### src/rtl/lsp_pkg.sv
// Shared definitions for the Lsp_prev_compose sequencer: default geometry,
// controller state encoding and a small sign-extension helper.
package lsp_pkg;

  localparam int unsigned LSP_M       = 10;  // LSP order
  localparam int unsigned LSP_MA_NP   = 4;   // MA predictor order
  localparam int unsigned LSP_ADDR_W  = 11;  // scratch memory address width
  localparam int unsigned LSP_CADDR_W = 12;  // constant memory address width

  typedef enum logic [2:0] {
    ST_IDLE    = 3'd0,
    ST_RD_INIT = 3'd1,
    ST_MULT    = 3'd2,
    ST_RD_MAC  = 3'd3,
    ST_MAC     = 3'd4,
    ST_WRITE   = 3'd5,
    ST_DONE    = 3'd6
  } lsp_state_t;

  // extract_h result widened back to a 32-bit memory word
  function automatic logic [31:0] sext16(input logic [15:0] v);
    return {{16{v[15]}}, v};
  endfunction

endpackage

### src/rtl/lsp_prev_compose_agen.sv
// Address generator for Lsp_prev_compose: element counter j, MAC counter k
// and a running row offset k*M, so no multiplier is needed. Read addresses
// are produced from the next counter values so the controller can register
// them on the edge that enters the corresponding read state.
module lsp_prev_compose_agen
  import lsp_pkg::*;
#(
  parameter int unsigned M       = LSP_M,
  parameter int unsigned MA_NP   = LSP_MA_NP,
  parameter int unsigned ADDR_W  = LSP_ADDR_W,
  parameter int unsigned CADDR_W = LSP_CADDR_W
) (
  input  logic               clk,
  input  logic               reset,
  input  logic               clr_j,
  input  logic               inc_j,
  input  logic               clr_k,
  input  logic               inc_k,
  input  logic [ADDR_W-1:0]  lsp_ele_base,
  input  logic [ADDR_W-1:0]  freq_prev_base,
  input  logic [ADDR_W-1:0]  lsp_base,
  input  logic [CADDR_W-1:0] fg_sum_base,
  input  logic [CADDR_W-1:0] fg_base,
  output logic               last_j,
  output logic               last_k,
  output logic [ADDR_W-1:0]  ele_addr,
  output logic [ADDR_W-1:0]  fp_addr,
  output logic [ADDR_W-1:0]  wr_addr,
  output logic [CADDR_W-1:0] fg_sum_addr,
  output logic [CADDR_W-1:0] fg_addr
);

  localparam int unsigned J_W   = (M > 1) ? $clog2(M) : 1;
  localparam int unsigned K_W   = (MA_NP > 1) ? $clog2(MA_NP) : 1;
  localparam int unsigned ROW_W = ((M * MA_NP) > 1) ? $clog2(M * MA_NP) : 1;

  logic [J_W-1:0]   j_q, j_d;
  logic [K_W-1:0]   k_q, k_d;
  logic [ROW_W-1:0] row_q, row_d;

  // Next counter values from the controller's clear/increment requests
  always_comb begin
    j_d   = j_q;
    k_d   = k_q;
    row_d = row_q;
    if (clr_j) begin
      j_d = '0;
    end else if (inc_j) begin
      j_d = j_q + J_W'(1);
    end
    if (clr_k) begin
      k_d   = '0;
      row_d = '0;
    end else if (inc_k) begin
      k_d   = k_q + K_W'(1);
      row_d = row_q + ROW_W'(M);
    end
  end

  // Counter registers
  always_ff @(posedge clk or negedge reset) begin
    if (!reset) begin
      j_q   <= '0;
      k_q   <= '0;
      row_q <= '0;
    end else begin
      j_q   <= j_d;
      k_q   <= k_d;
      row_q <= row_d;
    end
  end

  assign last_j      = (j_q == J_W'(M - 1));
  assign last_k      = (k_q == K_W'(MA_NP - 1));
  assign ele_addr    = lsp_ele_base + ADDR_W'(j_d);
  assign fp_addr     = freq_prev_base + ADDR_W'(row_d) + ADDR_W'(j_d);
  assign fg_sum_addr = fg_sum_base + CADDR_W'(j_d);
  assign fg_addr     = fg_base + CADDR_W'(row_d) + CADDR_W'(j_d);
  assign wr_addr     = lsp_base + ADDR_W'(j_q);

endmodule

### src/rtl/lsp_prev_compose_ctrl.sv
// Lsp_prev_compose sequencer: for each j computes
//   lsp[j] = extract_h(L_mult(lsp_ele[j], fg_sum[j]) + sum_k L_mac(freq_prev[k][j], fg[k][j]))
// driving the scratch/constant memories and the external L_mult/L_mac units.
// Optional feature macro: LSP_PREV_COMPOSE_OVF_EN (sticky overflow flag).
//
// All outputs are registered. Because memory data arrives in MULT/MAC and the
// operand outputs are registered, the operator results are consumed one cycle
// later (the following RD_MAC or WRITE cycle), tracked by mult_pend/mac_pend.
// Per-element length stays 1 + 1 + 2*MA_NP + 1 cycles; the final write strobe
// and the done pulse share the DONE cycle.
module lsp_prev_compose_ctrl
  import lsp_pkg::*;
#(
  parameter int unsigned M       = LSP_M,
  parameter int unsigned MA_NP   = LSP_MA_NP,
  parameter int unsigned ADDR_W  = LSP_ADDR_W,
  parameter int unsigned CADDR_W = LSP_CADDR_W
) (
  input  logic               clk,
  input  logic               reset,
  input  logic               start,
  output logic               done,
  input  logic [ADDR_W-1:0]  lspEleAddr,
  input  logic [ADDR_W-1:0]  freqPrevAddr,
  input  logic [ADDR_W-1:0]  lspAddr,
  input  logic [CADDR_W-1:0] fgSumAddr,
  input  logic [CADDR_W-1:0] fgAddr,
  output logic [ADDR_W-1:0]  readAddr,
  input  logic [31:0]        readIn,
  output logic [ADDR_W-1:0]  writeAddr,
  output logic [31:0]        writeOut,
  output logic               writeEn,
  output logic [CADDR_W-1:0] constantMemAddr,
  input  logic [31:0]        constantMemIn,
  output logic [15:0]        L_mult_a,
  output logic [15:0]        L_mult_b,
  input  logic [31:0]        L_mult_in,
  output logic [15:0]        L_mac_a,
  output logic [15:0]        L_mac_b,
  output logic [31:0]        L_mac_c,
  input  logic [31:0]        L_mac_in
`ifdef LSP_PREV_COMPOSE_OVF_EN
  ,
  input  logic               L_mult_overflow,
  input  logic               L_mac_overflow,
  output logic               ovfFlag
`endif
);

  lsp_state_t state_q, state_d;

  logic clr_j, inc_j, clr_k, inc_k;
  logic last_j, last_k;
  logic [ADDR_W-1:0]  ele_addr, fp_addr, wr_addr;
  logic [CADDR_W-1:0] fg_sum_addr, fg_addr;

  logic [31:0] acc;
  logic        mult_pend;
  logic        mac_pend;

  // Only the low halves of memory words are operands
  logic unused_hi;
  assign unused_hi = ^{readIn[31:16], constantMemIn[31:16]};

  lsp_prev_compose_agen #(
    .M       (M),
    .MA_NP   (MA_NP),
    .ADDR_W  (ADDR_W),
    .CADDR_W (CADDR_W)
  ) u_agen (
    .clk            (clk),
    .reset          (reset),
    .clr_j          (clr_j),
    .inc_j          (inc_j),
    .clr_k          (clr_k),
    .inc_k          (inc_k),
    .lsp_ele_base   (lspEleAddr),
    .freq_prev_base (freqPrevAddr),
    .lsp_base       (lspAddr),
    .fg_sum_base    (fgSumAddr),
    .fg_base        (fgAddr),
    .last_j         (last_j),
    .last_k         (last_k),
    .ele_addr       (ele_addr),
    .fp_addr        (fp_addr),
    .wr_addr        (wr_addr),
    .fg_sum_addr    (fg_sum_addr),
    .fg_addr        (fg_addr)
  );

  // State register
  always_ff @(posedge clk or negedge reset) begin
    if (!reset) begin
      state_q <= ST_IDLE;
    end else begin
      state_q <= state_d;
    end
  end

  // Next-state and counter control
  always_comb begin
    state_d = state_q;
    clr_j   = 1'b0;
    inc_j   = 1'b0;
    clr_k   = 1'b0;
    inc_k   = 1'b0;
    unique case (state_q)
      ST_IDLE: begin
        if (start) begin
          clr_j   = 1'b1;
          state_d = ST_RD_INIT;
        end
      end
      ST_RD_INIT: state_d = ST_MULT;
      ST_MULT: begin
        clr_k   = 1'b1;
        state_d = ST_RD_MAC;
      end
      ST_RD_MAC: state_d = ST_MAC;
      ST_MAC: begin
        if (last_k) begin
          state_d = ST_WRITE;
        end else begin
          inc_k   = 1'b1;
          state_d = ST_RD_MAC;
        end
      end
      ST_WRITE: begin
        if (last_j) begin
          state_d = ST_DONE;
        end else begin
          inc_j   = 1'b1;
          state_d = ST_RD_INIT;
        end
      end
      ST_DONE: state_d = ST_IDLE;
      default: state_d = ST_IDLE;
    endcase
  end

  // Registered memory, operator and strobe outputs plus the accumulator
  always_ff @(posedge clk or negedge reset) begin
    if (!reset) begin
      readAddr        <= '0;
      constantMemAddr <= '0;
      writeAddr       <= '0;
      writeOut        <= '0;
      writeEn         <= 1'b0;
      done            <= 1'b0;
      L_mult_a        <= '0;
      L_mult_b        <= '0;
      L_mac_a         <= '0;
      L_mac_b         <= '0;
      L_mac_c         <= '0;
      acc             <= '0;
      mult_pend       <= 1'b0;
      mac_pend        <= 1'b0;
    end else begin
      if (state_d == ST_RD_INIT) begin
        readAddr        <= ele_addr;
        constantMemAddr <= fg_sum_addr;
      end else if (state_d == ST_RD_MAC) begin
        readAddr        <= fp_addr;
        constantMemAddr <= fg_addr;
      end

      if (state_q == ST_MULT) begin
        L_mult_a <= readIn[15:0];
        L_mult_b <= constantMemIn[15:0];
      end
      if (state_q == ST_MAC) begin
        L_mac_a <= readIn[15:0];
        L_mac_b <= constantMemIn[15:0];
        L_mac_c <= acc;
      end
      mult_pend <= (state_q == ST_MULT);
      mac_pend  <= (state_q == ST_MAC);

      if (mult_pend) begin
        acc <= L_mult_in;
      end else if (mac_pend) begin
        acc <= L_mac_in;
      end

      // In WRITE the last L_mac result is still on L_mac_in
      writeEn <= (state_q == ST_WRITE);
      if (state_q == ST_WRITE) begin
        writeAddr <= wr_addr;
        writeOut  <= sext16(L_mac_in[31:16]);
      end

      done <= (state_d == ST_DONE);
    end
  end

`ifdef LSP_PREV_COMPOSE_OVF_EN
  // Sticky overflow, observed while the operator holds that step's operands
  always_ff @(posedge clk or negedge reset) begin
    if (!reset) begin
      ovfFlag <= 1'b0;
    end else if (state_q == ST_IDLE && start) begin
      ovfFlag <= 1'b0;
    end else if ((mult_pend && L_mult_overflow) || (mac_pend && L_mac_overflow)) begin
      ovfFlag <= 1'b1;
    end
  end
`endif

endmodule

### config.mk
export PLATFORM = sky130hd
export DESIGN_NAME = lsp_prev_compose_ctrl
export DESIGN_NICKNAME = d
export VERILOG_FILES = /design/src/rtl/lsp_pkg.sv /design/src/rtl/lsp_prev_compose_agen.sv /design/src/rtl/lsp_prev_compose_ctrl.sv
export SDC_FILE = /design/constraint.sdc
export NUM_CORES = 1
export LEC_CHECK = 0
export BUFFER_PORTS_ARGS = -buffer_cell sky130_fd_sc_hd__buf_2
export CAP_MARGIN = 15
export CORE_MARGIN = 3
export CORE_UTILIZATION = 45
export DETAILED_ROUTE_END_ITERATION = 6
export PLACE_DENSITY_LB_ADDON = 0.1
export SYNTH_ARGS = -nofsm -noshare
export SYNTH_HDL_FRONTEND = slang
export SYNTH_HIERARCHICAL = 1
export SYNTH_SLANG_ARGS = --single-unit
### constraint.sdc
create_clock -name clk -period 5.8 [get_ports clk]
set_input_delay 0.87 -clock clk [delete_from_list [all_inputs] [get_ports clk]]
set_output_delay 0.87 -clock clk [all_outputs]
set_load 0.01 [all_outputs]
==> impl_metrics.env, run 1 <==
export IMPL_num_vias=7015
export IMPL_critPathKind="reg2reg"
export IMPL_path_max_fanout=9
export IMPL_crit_reg2reg_capture="readAddr[7]$_DFFE_PN0P_"
export IMPL_synth_edf_count=0
export IMPL_fillers=1883
export IMPL_multi_input_area_sq_um=4500
export IMPL_setup_viol=0
export IMPL_first_global_vias=7005
export IMPL_die_w_um=154
export IMPL_postCtsSetupRepairBufs=0
export IMPL_seq_area_frac_synth=0.501
export IMPL_r2r_start="state_q[2]$_DFF_PN0_"
export IMPL_rows=53
export IMPL_first_iter_violations=308
export IMPL_peakVddDrop_v=0.000247
export IMPL_antenna_found_initial=0
export IMPL_period_minus_slack_ps=4380
export IMPL_syn_avg_cell_area_sq_um=11.9
export IMPL_synth_distinct_cells=53
export IMPL_die_h_um=154
export IMPL_drc=0
export IMPL_root_buffer="clkbuf_16"
export IMPL_grt_pass1_wl_mm=36.8
export IMPL_synth_ff_type="dfrtp_1"
export IMPL_clkTransAtPathRegs_ps=80
export IMPL_cp_start_kind="register"
export IMPL_synth_top_area_share=0.501
export IMPL_max_freq_ghz=0.228
export IMPL_cp_data_required_time_ps=6150
export IMPL_postRouteAntennaNets=0
export IMPL_synth_seq_cells=197
export IMPL_hold_class="in2async"
export IMPL_critPathTopFamily="simple AND/OR/NAND/NOR gates"
export IMPL_maxCapViolCount=0
export IMPL_grt_overflow=0
export IMPL_ios=352
export IMPL_hold_viol_final=0
export IMPL_cts_sinks=197
export IMPL_globalplace_congestion=0.783
export IMPL_wire_per_inst_um=16.4
export IMPL_syn_area_sq_um=9850
export IMPL_finalSetupTns_ps=0
export IMPL_first_pass_iters=4
export IMPL_p_total_mw=6.56
export IMPL_synthTopCellsByCount="dfrtp_1 (197), mux2_2 (123), nand2_1 (74)"
export IMPL_p_per_area_nw_per_um2=539
export IMPL_cts_resized=0
export IMPL_tightest_slew_ps=1140
export IMPL_max_slew_margin_rel=0.240
export IMPL_reg2reg_depth=14
export IMPL_diodes=0
export IMPL_worstPathArrival_ps=4740
export IMPL_num_nets_final=1349
export IMPL_async_reset_ff_frac=1.00
export IMPL_r2r_slack_ps=1420
export IMPL_drive_gt1_frac=0.432
export IMPL_core_area_sq_um=21300
export IMPL_grt_usage=0.193
export IMPL_initial_core_util=0.463
export IMPL_htreeDepth=4
export IMPL_hpwl_mm=17.1
export IMPL_cp_common_cell="nor2_1"
export IMPL_syn_nets=1058
export IMPL_fp_dieArea_sq_um=23700
export IMPL_path_buf_inv=0
export IMPL_cts_buffers=17
export IMPL_cp_slowest_stage_delay_ps=600
export IMPL_cts_hold_buf=0
export IMPL_yosys_warnings=6
export IMPL_viasPerCell=5.00
export IMPL_timing_critical_path_cells="nor2b_1 -> nand2_1 -> nor2_1 -> nand4_1 -> xor2_1 -> nor2_1 -> fa_1 -> ha_1 -> nor2b_4 -> o31a_1 -> or4b_1 -> nand3_1 -> mux2i_1 -> o21ai_1"
export IMPL_slew_viol_final=0
export IMPL_cpMaxStageDelayCell="dfrtp_1"
export IMPL_period_share=0.756
export IMPL_syn_inst=825
export IMPL_cp_end_kind="register"
export IMPL_wl_mm=23.0
export IMPL_skew_ps=12.5
export IMPL_yosysTopAreaCell="dfrtp_1"
export IMPL_synthTopCellsByArea="dfrtp_1 (50%), mux2_2 (14%), mux2i_1 (6.0%), ha_1 (4.1%), nand2_1 (2.8%)"
export IMPL_clock_latency_ps=430
export IMPL_p_leak_nw=5.95
export IMPL_outcome="completed"
export IMPL_grt_max_degree=88
export IMPL_ff_latch_area_sq_um=4930
export IMPL_rsz0062_at_grt="no"
export IMPL_synth_most_common_cell="dfrtp_1"
export IMPL_portBuffers=319
export IMPL_cts_tree="built"
export IMPL_cts_buffer_depth=2
export IMPL_area_growth_pct=23.5
==> how the worst max path moves through the flow <==
stage / end / slack, ps / cells after the start / start
after CTS: readAddr[7]$_DFFE_PN0P_ / 1380 / 14 / state_q[2]$_DFF_PN0_
final: readAddr[7]$_DFFE_PN0P_ / 1420 / 14 / state_q[2]$_DFF_PN0_
after detailed placement: readAddr[7]$_DFFE_PN0P_ / 1400 / 14 / state_q[2]$_DFF_PN0_
after global placement: constantMemAddr[11]$_DFFE_PN0P_ / 1430 / 15 / state_q[2]$_DFF_PN0_
after global routing: constantMemAddr[11]$_DFFE_PN0P_ / 970 / 15 / state_q[2]$_DFF_PN0_
after floorplan: readAddr[7]$_DFFE_PN0P_ / 1700 / 18 / state_q[1]$_DFF_PN0_
==> flip-flops by register name, indices dropped and copies added (netlist names), 12 cells and up <==
| signal | count |
|---|---|
| L_mac_a | 16 |
| L_mac_b | 16 |
| L_mac_c | 32 |
| L_mult_a | 16 |
| L_mult_b | 16 |
| acc | 32 |
| constantMemAddr | 12 |
| writeOut | 16 |
==> worst register-to-register path, delay by kind of cell, from the launching register on <==
family	cells	cell delay, ps
flip-flops	1	600
adder cells (fa/ha/maj)	2	890
AND/OR/NAND/NOR	8	2150
XOR/XNOR	1	170
multiplexers	1	70
AO/OA/AOI/OAI	2	440
==> logic make-up after synthesis <==
family / Yosys count / share of synthesized area
AOI/OAI and AO/OA: 120 / 0.0743
xor gates and xnor gates: 44 / 0.0391
adders and majority gates: 45 / 0.0671
buffers and inverters: 86 / 0.0446
DFF: 197 / 0.501
muxes: 182 / 0.201
and+or+nand+nor: 151 / 0.0735
==> metrics by stage <==
step | worst slack [ps] | cells | utilization | hold WS, ps | cell area (sq um)
finish | 1420 | 1404 | 0.571 | 479 | 12200
global route | 974 | 1404 | 0.571 | 507 | 12200
CTS | 1380 | 1404 | 0.571 | 487 | 12200
detailed placement | 1400 | 1372 | 0.543 | 468 | 11500
global placement | 1430 | 1372 | 0.543 | 462 | 11500
floorplan | 1700 | 825 | - | 480 | 9850
==> power by group <==
group,internal (mW),switching [mW]
Sequential,2.04,0.402
Clock,0.588,0.597
Combinational,1.44,1.50
==> cell type report <==
type | instances | share of cell area
clock buffer | 17 | 0.0350
clock inverter | 15 | 0.0151
inverter | 34 | 0.0105
multi-input combinational | 542 | 0.370
sequential | 197 | 0.406
tap | 275 | 0.0283
timing repair buffer | 324 | 0.135
==> routing by layer <==
metal / global-route usage / up-vias / share of wire
li1: - / 3443 / -
met1: 0.247 / 3357 / 0.44
met2: 0.341 / 197 / 0.50
met3: 0.0388 / 18 / 0.050
met4: 0.0404 / 0 / 0.012
met5: 0 / - / 0
==> layout by cell type (no fill, tap or decap), types with 3 or more instances in the layout <==
master and instances:
o211ai_1 4, buf_4 5, nand2b_1 4, buf_2 318, dfrtp_1 195, a41oi_1 3
nand2_1 74, o21a_1 3, o21ai_0 46, nand3_1 12, clkbuf_16 17, inv_1 34
nor2b_1 7, nor2_1 25, mux2_2 123, fa_1 13, o21bai_1 3, clkinv_8 5
nor3b_1 6, o31a_1 3, a31oi_1 3, mux2i_1 59, a21o_1 3, and3_1 4
ha_1 32, xnor2_1 28, a21oi_1 17, nand4_1 6, inv_8 4, xor2_1 16
o21ai_1 18, a211oi_1 5
Note: power is estimated with default switching activity, not from simulation.
==> run 2, diff against run 1 <==
==> constraint.sdc (replaced) <==
create_clock -name clk -period 3.9 [get_ports clk]
set_input_delay 0.585 -clock clk [delete_from_list [all_inputs] [get_ports clk]]
set_output_delay 0.585 -clock clk [all_outputs]
set_load 0.01 [all_outputs]
==> run 2 against run 1 <==
  * Die area did not move
  * Worst setup slack got worse by 1200 ps
  * Combinational power grew 55%
  * Routed wire length rose by 2.5%
  * Clock power rose by 54%
==> impl_metrics.env, run 2 (synthesized netlist as in run 1, its figures left out) <==
export IMPL_grt_overflow=0
export IMPL_outcome="completed"
export IMPL_hold_class="in2async"
export IMPL_clock_latency_ps=430
export IMPL_cts_buffers=17
export IMPL_placed_area_sq_um=11700
export IMPL_cts_tree="built"
export IMPL_die_w_um=154
export IMPL_p_per_area_nw_per_um2=807
export IMPL_viasPerCell=5.03
export IMPL_cpMaxStageDelayCell="fa_1"
export IMPL_reg2reg_depth=15
export IMPL_timing_critical_path_cells="buf_4 -> nand2_1 -> nor2_4 -> nor2_1 -> a211o_1 -> inv_2 -> fa_1 -> ha_1 -> fa_2 -> a211oi_1 -> o21bai_1 -> a221oi_1 -> nand2_1 -> mux2i_1 -> o21ai_1"
export IMPL_cp_end_kind="register"
export IMPL_rsz0062_at_grt="no"
export IMPL_hold_viol_final=0
export IMPL_diodes=0
export IMPL_wire_per_inst_um=16.6
export IMPL_core_area_sq_um=21300
export IMPL_root_buffer="clkbuf_16"
export IMPL_postRouteAntennaNets=0
export IMPL_layout_commonest_cell="buf_2"
export IMPL_r2r_slack_ps=260
export IMPL_cp_start_kind="register"
export IMPL_first_global_vias=7111
export IMPL_dp_cells=1386
export IMPL_htreeDepth=4
export IMPL_maxCapViolCount=0
export IMPL_period_share=0.933
export IMPL_setup_viol=0
export IMPL_worstPathArrival_ps=3920
export IMPL_first_pass_iters=5
export IMPL_num_nets_final=1363
export IMPL_crit_reg2reg_capture="constantMemAddr[11]$_DFFE_PN0P_"
export IMPL_finish_instance_area_sq_um=12300
export IMPL_tightest_slew_ps=1120
export IMPL_layout_common_cells="buf_2 (318), dfrtp_1 (195), mux2_2 (123)"
export IMPL_cp_data_required_time_ps=4180
export IMPL_path_buf_inv=2
export IMPL_area_growth_pct=25.4
export IMPL_clkTransAtPathRegs_ps=80
export IMPL_fillers=1859
export IMPL_hpwl_mm=17.4
export IMPL_cts_buffer_depth=2
export IMPL_cts_sinks=197
export IMPL_rows=53
export IMPL_num_vias=7134
export IMPL_path_max_fanout=8
export IMPL_cp_common_cell="nand2_1"
export IMPL_grt_pass1_wl_mm=37.4
export IMPL_critPathTopFamily="compound AO/OA/AOI/OAI gates"
export IMPL_fp_dieArea_sq_um=23700
export IMPL_finalNonFillerCells=1418
export IMPL_peakVddDrop_v=0.000349
export IMPL_critPathKind="reg2reg"
export IMPL_antenna_found_initial=1
export IMPL_r2r_start="state_q[0]$_DFF_PN0_"
export IMPL_max_slew_margin_rel=0.249
export IMPL_p_leak_nw=6.03
export IMPL_postCtsSetupRepairBufs=0
export IMPL_ios=352
export IMPL_wl_mm=23.6
export IMPL_grt_max_degree=92
export IMPL_initial_core_util=0.463
export IMPL_period_minus_slack_ps=3640
export IMPL_finalSetupTns_ps=0
export IMPL_drc=0
export IMPL_reg_top3="L_mac_c: 32 flops, acc: 32 flops"
export IMPL_grt_usage=0.195
export IMPL_drive_gt1_frac=0.449
export IMPL_max_freq_ghz=0.275
export IMPL_first_iter_violations=278
export IMPL_globalplace_congestion=0.831
export IMPL_cp_slowest_stage_delay_ps=450
export IMPL_portBuffers=319
export IMPL_skew_ps=12.9
export IMPL_slew_viol_final=0
export IMPL_die_h_um=154
[run 2: cell count changes in the layout (fill, tap and decap cells not counted), sizes merged]
cell and change:
bufinv +1, clkinv +1, buf +14, clkinvlp -2
[run 2: routing by layer]
metal,track usage,share of wire
met5,0,0.00030
met4,0.0597,0.021
met3,0.0372,0.054
met2,0.341,0.50
met1,0.247,0.42
[run 2: layout make-up]
type                       count  area [sq um]  share of cell area
clock buffer                  17           425              0.0345
clock inverter                15           208              0.0168
inverter                      34           128              0.0103
multi-input combinational    542          4550               0.368
sequential                   197          4930               0.400
tap                          275           344              0.0279
timing repair buffer         338          1760               0.143
[run 2: what timing repair did]
action,in CTS,in global routing
setup endpoints to repair,0,9
gates resized for setup,0,9
hold buffers,0,0
endpoints found under the hold margin,0,0
[run 2: worst max-delay path by stage]
stage	start	end	depth (start not counted)
2_1_floorplan	state_q[1]$_DFF_PN0_	readAddr[7]$_DFFE_PN0P_	18
3_3_place_gp	u_agen/j_q[1]$_DFF_PN0_	constantMemAddr[11]$_DFFE_PN0P_	16
3_5_place_dp	u_agen/j_q[1]$_DFF_PN0_	constantMemAddr[11]$_DFFE_PN0P_	16
4_1_cts	u_agen/j_q[1]$_DFF_PN0_	constantMemAddr[11]$_DFFE_PN0P_	16
5_1_grt	state_q[0]$_DFF_PN0_	constantMemAddr[11]$_DFFE_PN0P_	15
6_report	state_q[0]$_DFF_PN0_	constantMemAddr[11]$_DFFE_PN0P_	15
[run 2: through the flow]
step | hold WS [ps] | util | total power, mW | worst slack [ps]
floorplan | 289 | - | 6.71 | 1.43
global placement | 461 | 0.549 | 8.16 | 110
detailed placement | 466 | 0.549 | 8.26 | 90.8
CTS | 222 | 0.579 | 10.1 | 62.8
global route | 241 | 0.580 | 10.7 | 23.9
finish | 199 | 0.580 | 9.96 | 263
[run 2: worst reg2reg max path, stage by stage (launching register included)]
cell and delay, ps:
dfrtp_1 420, buf_4 200, nand2_1 110, nor2_4 180
nor2_1 60, a211o_1 290, inv_2 140, fa_1 450
ha_1 240, fa_2 370, a211oi_1 250, o21bai_1 180
a221oi_1 270, nand2_1 100, mux2i_1 150, o21ai_1 70
[run 2: power breakdown]
part           switching, mW  total (mW)  internal [mW]  leakage (nW)
Sequential             0.564        3.60           3.03          2.40
Combinational           2.32        4.55           2.23          3.33
Clock                  0.881        1.82          0.937         0.305
==> run 3, diff against run 2 <==
--- a/config.mk
+++ b/config.mk
@@ -11,6 +11,7 @@
 export CORE_UTILIZATION = 45
 export DETAILED_ROUTE_END_ITERATION = 6
 export PLACE_DENSITY_LB_ADDON = 0.1
+export REMOVE_ABC_BUFFERS = 1
 export SYNTH_ARGS = -nofsm -noshare
 export SYNTH_HDL_FRONTEND = slang
 export SYNTH_HIERARCHICAL = 1
==> run 3 against run 2 <==
  * Power is 0.20% lower
  * First-iteration DRC count is 15% higher
  * Clock power is 3% lower
  * Sequential share of layout area is 0.12 points higher
  * Critical path depth is 1 higher
  * Register-to-register slack worse by 40 ps
  * Worst hold slack better by 92 ps
  * Sequential power hardly changed
  * Global-route usage is 0.74 points higher
  * Clock skew is 3.4 ps higher
  * Critical endpoint unchanged
  * Highest routed layer is now met4
==> impl_metrics.env, run 3 (synthesized netlist as in run 1, its figures left out) <==
export IMPL_path_max_fanout=8
export IMPL_core_area_sq_um=21300
export IMPL_grt_max_degree=127
export IMPL_cts_hold_buf=0
export IMPL_rows=53
export IMPL_num_nets_final=1363
export IMPL_p_leak_nw=6.02
export IMPL_layout_commonest_cell="buf_2"
export IMPL_globalplace_congestion=0.820
export IMPL_grt_usage=0.203
export IMPL_period_minus_slack_ps=3680
export IMPL_tightest_slew_ps=1120
export IMPL_antenna_found_initial=4
export IMPL_hold_viol_final=0
export IMPL_cp_end_kind="register"
export IMPL_holdWs_ps=290
export IMPL_portBuffers=319
export IMPL_fillers=1877
export IMPL_peakVddDrop_v=0.000347
export IMPL_die_h_um=154
export IMPL_setup_viol=0
export IMPL_p_per_area_nw_per_um2=808
export IMPL_viasPerCell=5.05
export IMPL_skew_ps=16.3
export IMPL_grt_overflow=0
export IMPL_fp_dieArea_sq_um=23700
export IMPL_reg_top3="L_mac_c: 32 flops, acc: 32 flops"
export IMPL_fin_ws_ps=221
export IMPL_maxCapViolCount=0
export IMPL_cp_data_required_time_ps=4180
export IMPL_die_w_um=154
export IMPL_multi_input_area_sq_um=4550
export IMPL_drive_gt1_frac=0.448
export IMPL_finalNonFillerCells=1421
export IMPL_outcome="completed"
export IMPL_max_freq_ghz=0.272
export IMPL_ff_latch_area_sq_um=4930
export IMPL_num_vias=7172
export IMPL_htreeDepth=4
export IMPL_clock_latency_ps=440
export IMPL_wl_mm=24.3
export IMPL_drc=0
export IMPL_critPathKind="reg2reg"
export IMPL_slew_viol_final=0
export IMPL_cp_start_kind="register"
export IMPL_area_growth_pct=25.0
export IMPL_period_share=0.943
export IMPL_first_pass_iters=4
export IMPL_hold_class="in2async"
export IMPL_first_iter_violations=319
export IMPL_cts_buffers=17
export IMPL_cts_sinks=197
export IMPL_wire_per_inst_um=17.1
export IMPL_cts_tree="built"
export IMPL_worstPathArrival_ps=3960
export IMPL_clkTransAtPathRegs_ps=80
export IMPL_ios=352
export IMPL_layout_common_cells="buf_2 (318), dfrtp_1 (195), mux2_2 (123)"
export IMPL_hpwl_mm=18.0
export IMPL_cts_buffer_depth=2
export IMPL_pre_cts_slack_ps=-91.7
export IMPL_first_global_vias=7090
export IMPL_dp_cells=1385
export IMPL_grt_pass1_wl_mm=38.3
export IMPL_root_buffer="clkbuf_16"
export IMPL_initial_core_util=0.463
export IMPL_max_slew_margin_rel=0.253
export IMPL_postRouteAntennaNets=0
## run 3: cell type report
type                            count  share of cell area
Antenna cell                        4            0.000813
Clock inverter                     14              0.0132
Sequential cell                   197               0.401
Inverter                           34              0.0104
Clock buffer                       17              0.0346
Tap cell                          275              0.0280
Timing Repair Buffer              338               0.143
Multi-Input combinational cell    542               0.369
## run 3: per-layer routing
metal,part of all wire,wire [um],track usage,vias up
li1,-,-,-,3475
met1,0.44,10600,0.264,3464
met2,0.50,12100,0.346,200
met3,0.047,1140,0.0366,33
met4,0.019,472,0.0631,0
met5,0,0,0,-
## run 3: path summary, 6_finish.rpt
check                                               start                               to  slack (ps)  cells past startpoint
setup / recovery                     state_q[1]$_DFF_PN0_  constantMemAddr[11]$_DFFE_PN0P_         220                     16
hold / removal                                      reset           L_mac_c[0]$_DFFE_PN0P_         290                      1
setup reg to reg                     state_q[1]$_DFF_PN0_  constantMemAddr[11]$_DFFE_PN0P_         220                     16
hold reg to reg            constantMemAddr[4]$_DFFE_PN0P_   constantMemAddr[4]$_DFFE_PN0P_         480                      2
max in group asynchronous                           reset        u_agen/row_q[0]$_DFF_PN0_        2660                      2
min in group clk                            L_mult_in[15]              acc[15]$_DFFE_PN0P_         350                      3
## run 3: report_power, final
group	switching, mW	internal (mW)
registers	0.576	3.03
logic	2.34	2.23
clock network	0.851	0.911
total	3.76	6.18
## run 3: worst max-delay path: stages, from the launching register on
cell and delay [ps]:
dfrtp_1 380, buf_4 160, or3b_4 390, nor2_1 90, buf_4 170, nor2b_2 170
xnor2_1 80, nor2_2 190, buf_4 150, fa_1 410, ha_1 380, a211oi_2 280
o21bai_2 140, a221oi_1 260, nand2_1 70, mux2i_1 130, o21ai_1 70
## run 3: stage by stage
step | TNS (ps) | total power [mW] | util | cell area [sq um]
final | 0 | 9.94 | 0.578 | 12300
after global routing | -5.87 | 10.7 | 0.578 | 12300
after CTS | 0 | 10.0 | 0.576 | 12300
after detailed placement | -176 | 8.27 | 0.548 | 11700
after global placement | -16.8 | 8.16 | 0.548 | 11700
after floorplan | -16710 | 6.42 | - | 9530
## run 3: repair_timing
item	in CTS	in global routing
setup endpoints to repair	3	8
resized for setup	2	10
setup buffers	0	1
pin swaps	0	1
